`src/rtl/sys_bus_uart_if.sv`:
```
// System-bus slave interface for sys_bus_uart: decoder select, read/write
// controls, address and data buses.
interface sys_bus_uart_if;
    logic        sel;
    logic [2:0]  bus_rd_ctrl;
    logic [2:0]  bus_wr_ctrl;
    logic [63:0] bus_addr;
    logic [63:0] bus_din;
    logic [63:0] bus_dout;

    modport master (
        output sel, bus_rd_ctrl, bus_wr_ctrl, bus_addr, bus_din,
        input  bus_dout
    );

    modport slave (
        input  sel, bus_rd_ctrl, bus_wr_ctrl, bus_addr, bus_din,
        output bus_dout
    );
endinterface

```
`src/rtl/sys_bus_uart.sv`:
```
// Memory-mapped 8N1 UART transmitter with TX FIFO, baud divider, status/control
// registers and level TX-done interrupt. Define UART_PARITY_EN to add a parity bit.
module sys_bus_uart #(
    parameter int unsigned FIFO_AW   = 4,
    parameter logic [15:0] DIV_RESET = 16'd868
) (
    input  logic           clk,
    input  logic           rst,
    sys_bus_uart_if.slave  bus,
    output logic           uart_tx,
    output logic           irq
);

    localparam int unsigned DEPTH = 1 << FIFO_AW;
    localparam logic [FIFO_AW:0] DEPTH_C = {1'b1, {FIFO_AW{1'b0}}};

    typedef enum logic [2:0] {
        S_IDLE, S_START, S_DATA, S_PARITY, S_STOP
    } state_t;

    logic [7:0]         mem_q [DEPTH];
    logic [FIFO_AW-1:0] wr_ptr_q, rd_ptr_q;
    logic [FIFO_AW:0]   count_q;
    logic [15:0]        baud_q;
    logic [2:0]         ctrl_q;
    logic               ovf_q;
    logic               irq_q;

    state_t             state_q, state_d;
    logic [15:0]        cnt_q, cnt_d;
    logic [15:0]        per_q, per_d;
    logic [2:0]         bit_q, bit_d;
    logic [7:0]         shift_q, shift_d;
`ifdef UART_PARITY_EN
    logic               par_q, par_d;
`endif

    logic        rd_en, wr_en, push, push_ok, pop, full, empty, busy, bit_end;
    logic [1:0]  idx;
    logic [7:0]  head;
    logic [15:0] per_eff;
    logic [63:0] status;
    logic        unused_bits;

    assign rd_en   = bus.sel && (bus.bus_rd_ctrl != 3'd0);
    assign wr_en   = bus.sel && (bus.bus_wr_ctrl != 3'd0);
    assign idx     = bus.bus_addr[3:2];
    assign push    = wr_en && (idx == 2'd0);
    assign full    = (count_q == DEPTH_C);
    assign empty   = (count_q == '0);
    assign push_ok = push && (!full || pop);
    assign busy    = (state_q != S_IDLE);
    assign head    = mem_q[rd_ptr_q];
    assign per_eff = (baud_q == '0) ? 16'd1 : baud_q;
    assign bit_end = (cnt_q == per_q - 16'd1);
    assign irq     = irq_q;

    assign unused_bits = ^{bus.bus_addr[63:4], bus.bus_addr[1:0], bus.bus_din[63:16]};

    always_comb begin
        status = '0;
        status[0] = full;
        status[1] = empty;
        status[2] = busy;
        status[3] = ovf_q;
        status[8 +: FIFO_AW + 1] = count_q;
    end

    always_comb begin
        bus.bus_dout = '0;
        if (rd_en) begin
            case (idx)
                2'd1:    bus.bus_dout = status;
                2'd2:    bus.bus_dout = {48'd0, baud_q};
                2'd3:    bus.bus_dout = {61'd0, ctrl_q};
                default: bus.bus_dout = '0;
            endcase
        end
    end

    always_ff @(posedge clk) begin
        if (push_ok) begin
            mem_q[wr_ptr_q] <= bus.bus_din[7:0];
        end
    end

    always_ff @(posedge clk) begin
        if (rst) begin
            wr_ptr_q <= '0;
            rd_ptr_q <= '0;
            count_q  <= '0;
            baud_q   <= DIV_RESET;
            ctrl_q   <= '0;
            ovf_q    <= 1'b0;
            irq_q    <= 1'b0;
        end else begin
            if (push_ok) wr_ptr_q <= wr_ptr_q + 1'b1;
            if (pop)     rd_ptr_q <= rd_ptr_q + 1'b1;
            case ({push_ok, pop})
                2'b10:   count_q <= count_q + 1'b1;
                2'b01:   count_q <= count_q - 1'b1;
                default: count_q <= count_q;
            endcase
            // A dropped byte in the same cycle as a W1C keeps OVF set.
            if (push && !push_ok)
                ovf_q <= 1'b1;
            else if (wr_en && idx == 2'd1 && bus.bus_din[3])
                ovf_q <= 1'b0;
            if (wr_en && idx == 2'd2) baud_q <= bus.bus_din[15:0];
`ifdef UART_PARITY_EN
            if (wr_en && idx == 2'd3) ctrl_q <= bus.bus_din[2:0];
`else
            if (wr_en && idx == 2'd3) ctrl_q <= {1'b0, bus.bus_din[1:0]};
`endif
            irq_q <= ctrl_q[1] && empty && (state_q == S_IDLE);
        end
    end

    always_ff @(posedge clk) begin
        if (rst) begin
            state_q <= S_IDLE;
            cnt_q   <= '0;
            per_q   <= 16'd1;
            bit_q   <= '0;
            shift_q <= '0;
`ifdef UART_PARITY_EN
            par_q   <= 1'b0;
`endif
        end else begin
            state_q <= state_d;
            cnt_q   <= cnt_d;
            per_q   <= per_d;
            bit_q   <= bit_d;
            shift_q <= shift_d;
`ifdef UART_PARITY_EN
            par_q   <= par_d;
`endif
        end
    end

    // Each bit boundary restarts the baud counter and resamples the divider.
    always_comb begin
        state_d = state_q;
        cnt_d   = cnt_q + 16'd1;
        per_d   = per_q;
        bit_d   = bit_q;
        shift_d = shift_q;
`ifdef UART_PARITY_EN
        par_d   = par_q;
`endif
        pop     = 1'b0;
        uart_tx = 1'b1;
        case (state_q)
            S_IDLE: begin
                cnt_d = '0;
                if (ctrl_q[0] && !empty) begin
                    pop     = 1'b1;
                    shift_d = head;
`ifdef UART_PARITY_EN
                    par_d   = ^head;
`endif
                    per_d   = per_eff;
                    state_d = S_START;
                end
            end
            S_START: begin
                uart_tx = 1'b0;
                if (bit_end) begin
                    cnt_d   = '0;
                    per_d   = per_eff;
                    bit_d   = '0;
                    state_d = S_DATA;
                end
            end
            S_DATA: begin
                uart_tx = shift_q[0];
                if (bit_end) begin
                    cnt_d   = '0;
                    per_d   = per_eff;
                    shift_d = shift_q >> 1;
                    bit_d   = bit_q + 3'd1;
                    if (bit_q == 3'd7) begin
`ifdef UART_PARITY_EN
                        state_d = S_PARITY;
`else
                        state_d = S_STOP;
`endif
                    end
                end
            end
`ifdef UART_PARITY_EN
            S_PARITY: begin
                uart_tx = par_q ^ ctrl_q[2];
                if (bit_end) begin
                    cnt_d   = '0;
                    per_d   = per_eff;
                    state_d = S_STOP;
                end
            end
`endif
            S_STOP: begin
                uart_tx = 1'b1;
                if (bit_end) begin
                    cnt_d   = '0;
                    per_d   = per_eff;
                    if (ctrl_q[0] && !empty) begin
                        pop     = 1'b1;
                        shift_d = head;
`ifdef UART_PARITY_EN
                        par_d   = ^head;
`endif
                        state_d = S_START;
                    end else begin
                        state_d = S_IDLE;
                    end
                end
            end
            default: state_d = S_IDLE;
        endcase
    end

endmodule

```
`src/flat_wrapper.sv`:
```
// flat-port wrapper written by rule: the top's interface ports become plain ports
module sys_bus_uart_flat 
#(
    parameter int unsigned FIFO_AW   = 4,
    parameter logic [15:0] DIV_RESET = 16'd868
)
  (clk, rst, uart_tx, irq, bus_sel, bus_bus_rd_ctrl, bus_bus_wr_ctrl, bus_bus_addr, bus_bus_din, bus_bus_dout);
  sys_bus_uart_if bus_i ();
  input  logic clk;
  input  logic rst;
  output logic uart_tx;
  output logic irq;
  input wire logic [$bits(bus_i.sel)-1:0] bus_sel;
  input wire logic [$bits(bus_i.bus_rd_ctrl)-1:0] bus_bus_rd_ctrl;
  input wire logic [$bits(bus_i.bus_wr_ctrl)-1:0] bus_bus_wr_ctrl;
  input wire logic [$bits(bus_i.bus_addr)-1:0] bus_bus_addr;
  input wire logic [$bits(bus_i.bus_din)-1:0] bus_bus_din;
  output wire logic [$bits(bus_i.bus_dout)-1:0] bus_bus_dout;
  assign bus_i.sel = bus_sel;
  assign bus_i.bus_rd_ctrl = bus_bus_rd_ctrl;
  assign bus_i.bus_wr_ctrl = bus_bus_wr_ctrl;
  assign bus_i.bus_addr = bus_bus_addr;
  assign bus_i.bus_din = bus_bus_din;
  assign bus_bus_dout = bus_i.bus_dout;
  sys_bus_uart #(.FIFO_AW(FIFO_AW), .DIV_RESET(DIV_RESET)) u_core (.clk(clk), .rst(rst), .bus(bus_i), .uart_tx(uart_tx), .irq(irq));
endmodule
```
`config.mk`:
```
export PLATFORM = sky130hd
export DESIGN_NAME = sys_bus_uart_flat
export DESIGN_NICKNAME = d
export VERILOG_FILES = /design/src/rtl/sys_bus_uart_if.sv /design/src/rtl/sys_bus_uart.sv /design/src/flat_wrapper.sv
export SDC_FILE = /design/constraint.sdc
export NUM_CORES = 1
export LEC_CHECK = 0
export BUFFER_PORTS_ARGS = -buffer_cell sky130_fd_sc_hd__buf_4
export CORE_MARGIN = 3
export CORE_UTILIZATION = 40
export DETAILED_ROUTE_END_ITERATION = 16
export GPL_ROUTABILITY_DRIVEN = 0
export GPL_TIMING_DRIVEN = 1
export SYNTH_ARGS = -nofsm -noshare
export SYNTH_HDL_FRONTEND = slang
export SYNTH_SLANG_ARGS = --single-unit
```
`constraint.sdc`:
```
create_clock -name clk -period 5.3 [get_ports clk]
set_clock_uncertainty 0.15 [all_clocks]
set_input_delay 0.265 -clock clk [delete_from_list [all_inputs] [get_ports clk]]
set_output_delay 0.265 -clock clk [all_outputs]
set_load 0.05 [all_outputs]
```
==> summary.md <==
| Metric | Value |
|---|---|
| Placeable Area | `approximately 24000 sq um` |
| Clock share of power | `a little over two fifths` |
| Root buffer selected by CTS | `clkbuf_16` |
| Worst hold margin | `~0.052 ns` |
| Worst setup EP type | `register` |
| Critical path launch point type | `register` |
| Clk Latency, worst-skew pair | `roughly 0.52 ns` |
| Via density | `between 5 and 6` |
| Arr. time, crit path | `about 4.8 ns` |
| WL final | `20700 microns` |
| Final number of setup-violating endpoints | `0` |
| Status | `finished clean` |
| DRC | `0` |
| Final instance area | `11400 sq um` |
| Share of layout cells above drive strength 1 | `18.7%` |
| Final nets | `1026` |
| N_diodes | `0` |
| Placed insts | `1159` |
| Register area share after synthesis | `between 50% and 60%` |
| CTS sink cnt | `around 210` |
| Sequential share of power | `49.1%` |
| Net switching power | `approximately 0.00083 W` |
| EDFF count, synth | `128` |
| Crit-path leading delay family | `simple AND/OR/NAND/NOR gates` |
| Input/output buffers | `44` |
| Max-cap viol count | `0` |
| Fin. Hold Viols | `0` |
| P&R area growth vs syn | `14.3%` |
| First-pass GRT wire length | `roughly 33000 microns` |
| DRT antenna net count | `0` |
| Total number of H-tree levels | `1` |
| Most frequent cells in the layout | `edfxtp_1 (128), dfxtp_1 (82), buf_4 (68), nor2_1 (67), nand2_1 (56)` |
| Switching share of power | `23.2%` |
| Fin. max-slew vios | `0` |
| Main synth FF type | `edfxtp_1` |
| Critical path fanouts, max | `6` |
| Commonest non-fill, non-tap cell in the layout | `edfxtp_1` |
| Post-Syn Instances | `between 800 and 900` |
| Post-synthesis cell type count | `65` |
| Die Span X | `164 microns` |
| I/O pins | `203` |
| TritonCTS clock tree | `built` |
| Initial antenna violation count | `0` |
| Fin Setup TNS | `0 ns` |
| Slew @ Worst Pin | `~1.1 ns` |
| DR vias | `slightly above 6k` |
| CP Cell Sequence | `inv_1 > ha_1 > or4b_4 > nor3_1 > o2111ai_1 > or4_1 > o41ai_2 > nand3_1 > inv_1 > ha_1 > a21o_1 > a21oi_1 > a211oi_1 > a211oi_1 > nor4_1` |
| Worst-case clock buffer depth | `3` |
| Hpwl dp | `14200 microns` |
| #FFs+latches synth | `about 210` |
| Layout Cells excl Fill | `approximately 1.2k` |
| Setup bufs post-CTS | `0` |
| Worst vdd ir | `0.289 mV` |
| Vias in the first global route | `6045` |
| Largest net degree at the start of global routing | `86` |
| Cts bufs inserted | `23` |
| DR WL/cell | `approximately 17 microns` |
| Die ar. | `between 20000 and 30000 sq um` |
| Initial core utilization | `40.8%` |
| Pre-antenna DRT Iters | `5` |
| Max Fclk | `221 MHz` |
| Pleak | `4.09 nW` |
| Die Span Y | `164 microns` |
| Grt total ovfl | `0` |
| Logic pwr share | `7.0%` |
| CP max stage cell | `or4_1` |
| Hold Path Class | `in2reg` |
| Initial DRC Count | `431` |
| GRT Total Usage | `15.6%` |
| Slew headroom | `25.3%` |
| Total power | `about 0.0036 W` |
| RSZ-0062 raised after global routing | `false` |
| Setup CP Type | `reg2reg` |
| CTS Hold Buffers Added | `16` |
| Worst path max stage delay | `0.58 ns` |
| PwrDens | `about 320 nW/um^2` |
| Syn. warnings | `0` |
| Async SR Flop Fraction | `0%` |
| Minimum clock period | `4.53 ns` |
| Cell Area, Placed | `10500 sq um` |
| Crit share post-route | `85.5%` |
| PostCTS Resize Cnt | `0` |
| CP required | `approximately 5.5 ns` |
| Buffers plus inverters on the worst setup path | `2` |
| Cell Area, Synth | `between 9000 and 10000 sq um` |
| Mean post-synth cell area | `around 12 sq um` |
| Worst-path clk slew | `0.06 ns` |
| Rows | `57` |
| Internal Power | `0.00275 W` |
-- metal layers --
| metal | vias up | routed length [microns] | track usage [%] |
|---|---|---|---|
| met5 | - | 0 | 0 |
| met4 | 0 | 466 | 3.77 |
| met3 | 33 | 741 | 2.37 |
| met2 | 121 | 9960 | 25.6 |
| met1 | 2964 | 9500 | 21.9 |
| li1 | 3029 | - | - |
-- sequential cells by signal, indices dropped and copies added (netlist names), named ones only --
| name | flops |
|---|---|
| u_core.ctrl_q | 2 |
| u_core.rd_ptr_q | 4 |
| u_core.bit_q | 3 |
| u_core.ovf_q | 1 |
| u_core.state_q | 3 |
| u_core.cnt_q | 16 |
| u_core.per_q | 16 |
| u_core.irq | 1 |
| u_core.shift_q | 8 |
| u_core.mem_q | 128 |
| u_core.baud_q | 16 |
| u_core.count_q | 5 |
| u_core.wr_ptr_q | 4 |
-- power groups by stage --
stage,combinational [W],sequential (W),clock [W]
after detailed placement,0.000243,0.00180,0
after global routing,0.000273,0.00176,0.00168
final,0.000253,0.00176,0.00157
after CTS,0.000254,0.00176,0.00161
after global placement,0.000242,0.00180,0
after floorplan,0.000214,0.00179,0
-- layout make-up --
cell class / count / area, sq um
repair buffers: 84 / 671
well taps: 324 / 405
clock inverters: 11 / 119
flip-flops and latches: 211 / 5510
clock buffers: 31 / 626
multi-input cells: 534 / 3970
inverters: 22 / 82.6
fillers: 2204 / 13000
-- final timing paths --
check	start	end	slack, ns	cells after the start
worst min register to register	u_core.shift_q[2]	u_core.shift_q[2]	0.31	2
worst max-delay path	u_core.per_q[0]	u_core.count_q[4]	0.77	15
worst max register to register	u_core.per_q[0]	u_core.count_q[4]	0.77	15
worst min-delay path	bus_bus_addr[3]	u_core.ctrl_q[0]	0.05	5
-- worst register-to-register path, cell delays in order, from the launching register on --
cell       delay [ns]
dfxtp_1          0.38
inv_1            0.09
ha_1             0.24
or4b_4           0.51
nor3_1           0.25
o2111ai_1        0.12
or4_1            0.58
o41ai_2          0.47
nand3_1          0.32
inv_1            0.15
ha_1             0.27
a21o_1           0.18
a21oi_1          0.28
a211oi_1         0.09
a211oi_1         0.23
nor4_1           0.08
-- cells in the mapped netlist, types with 7 or more instances --
library cell  instances  area, sq um
edfxtp_1            128         3840
dfxtp_1              83         1660
nor2_1               67          251
nand2_1              56          210
buf_4                51          383
mux4_2               40          901
nand2b_1             33          206
a21oi_1              25          125
xor2_1               24          210
inv_1                22         82.6
clkbuf_1             20         75.1
nand3_1              20          100
a211oi_1             19          143
mux2i_1              16          160
o21ai_0              16         80.1
xnor2_1              16          140
nor3_1               13         65.1
ha_1                 12          150
mux2_2               12          135
nor4_1               10         62.6
nand3b_1              9         67.6
a22oi_1               7         52.6
and2_1                7         43.8
and3_1                7         43.8
buf_1                 7         26.3
buf_6                 7         78.8
or3_1                 7         43.8
-- logic make-up (layout without fill, tap and decap cells) --
logic type / after synthesis / in the layout / synth area share [%]
flip-flops: 211 / 211 / 55.3
buffers and inverters: 110 / 148 / 6.63
AO/OA/AOI/OAI: 107 / 107 / 7.46
XOR/XNOR: 40 / 40 / 3.52
other: 1 / 48 / 0.0377
multiplexers: 68 / 68 / 12.0
adder cells (fa/ha/maj): 13 / 13 / 1.71
AND/OR/NAND/NOR: 258 / 258 / 13.3
-- metrics by stage --
| stage | setup slack [ns] | utilization, % |
|---|---|---|
| floorplan | 1.17 | - |
| global placement | 0.757 | 42.9 |
| detailed placement | 0.749 | 42.9 |
| CTS | 0.745 | 46.6 |
| global route | 0.474 | 46.6 |
| finish | 0.769 | 46.6 |
(Power assumes the default switching activity.)
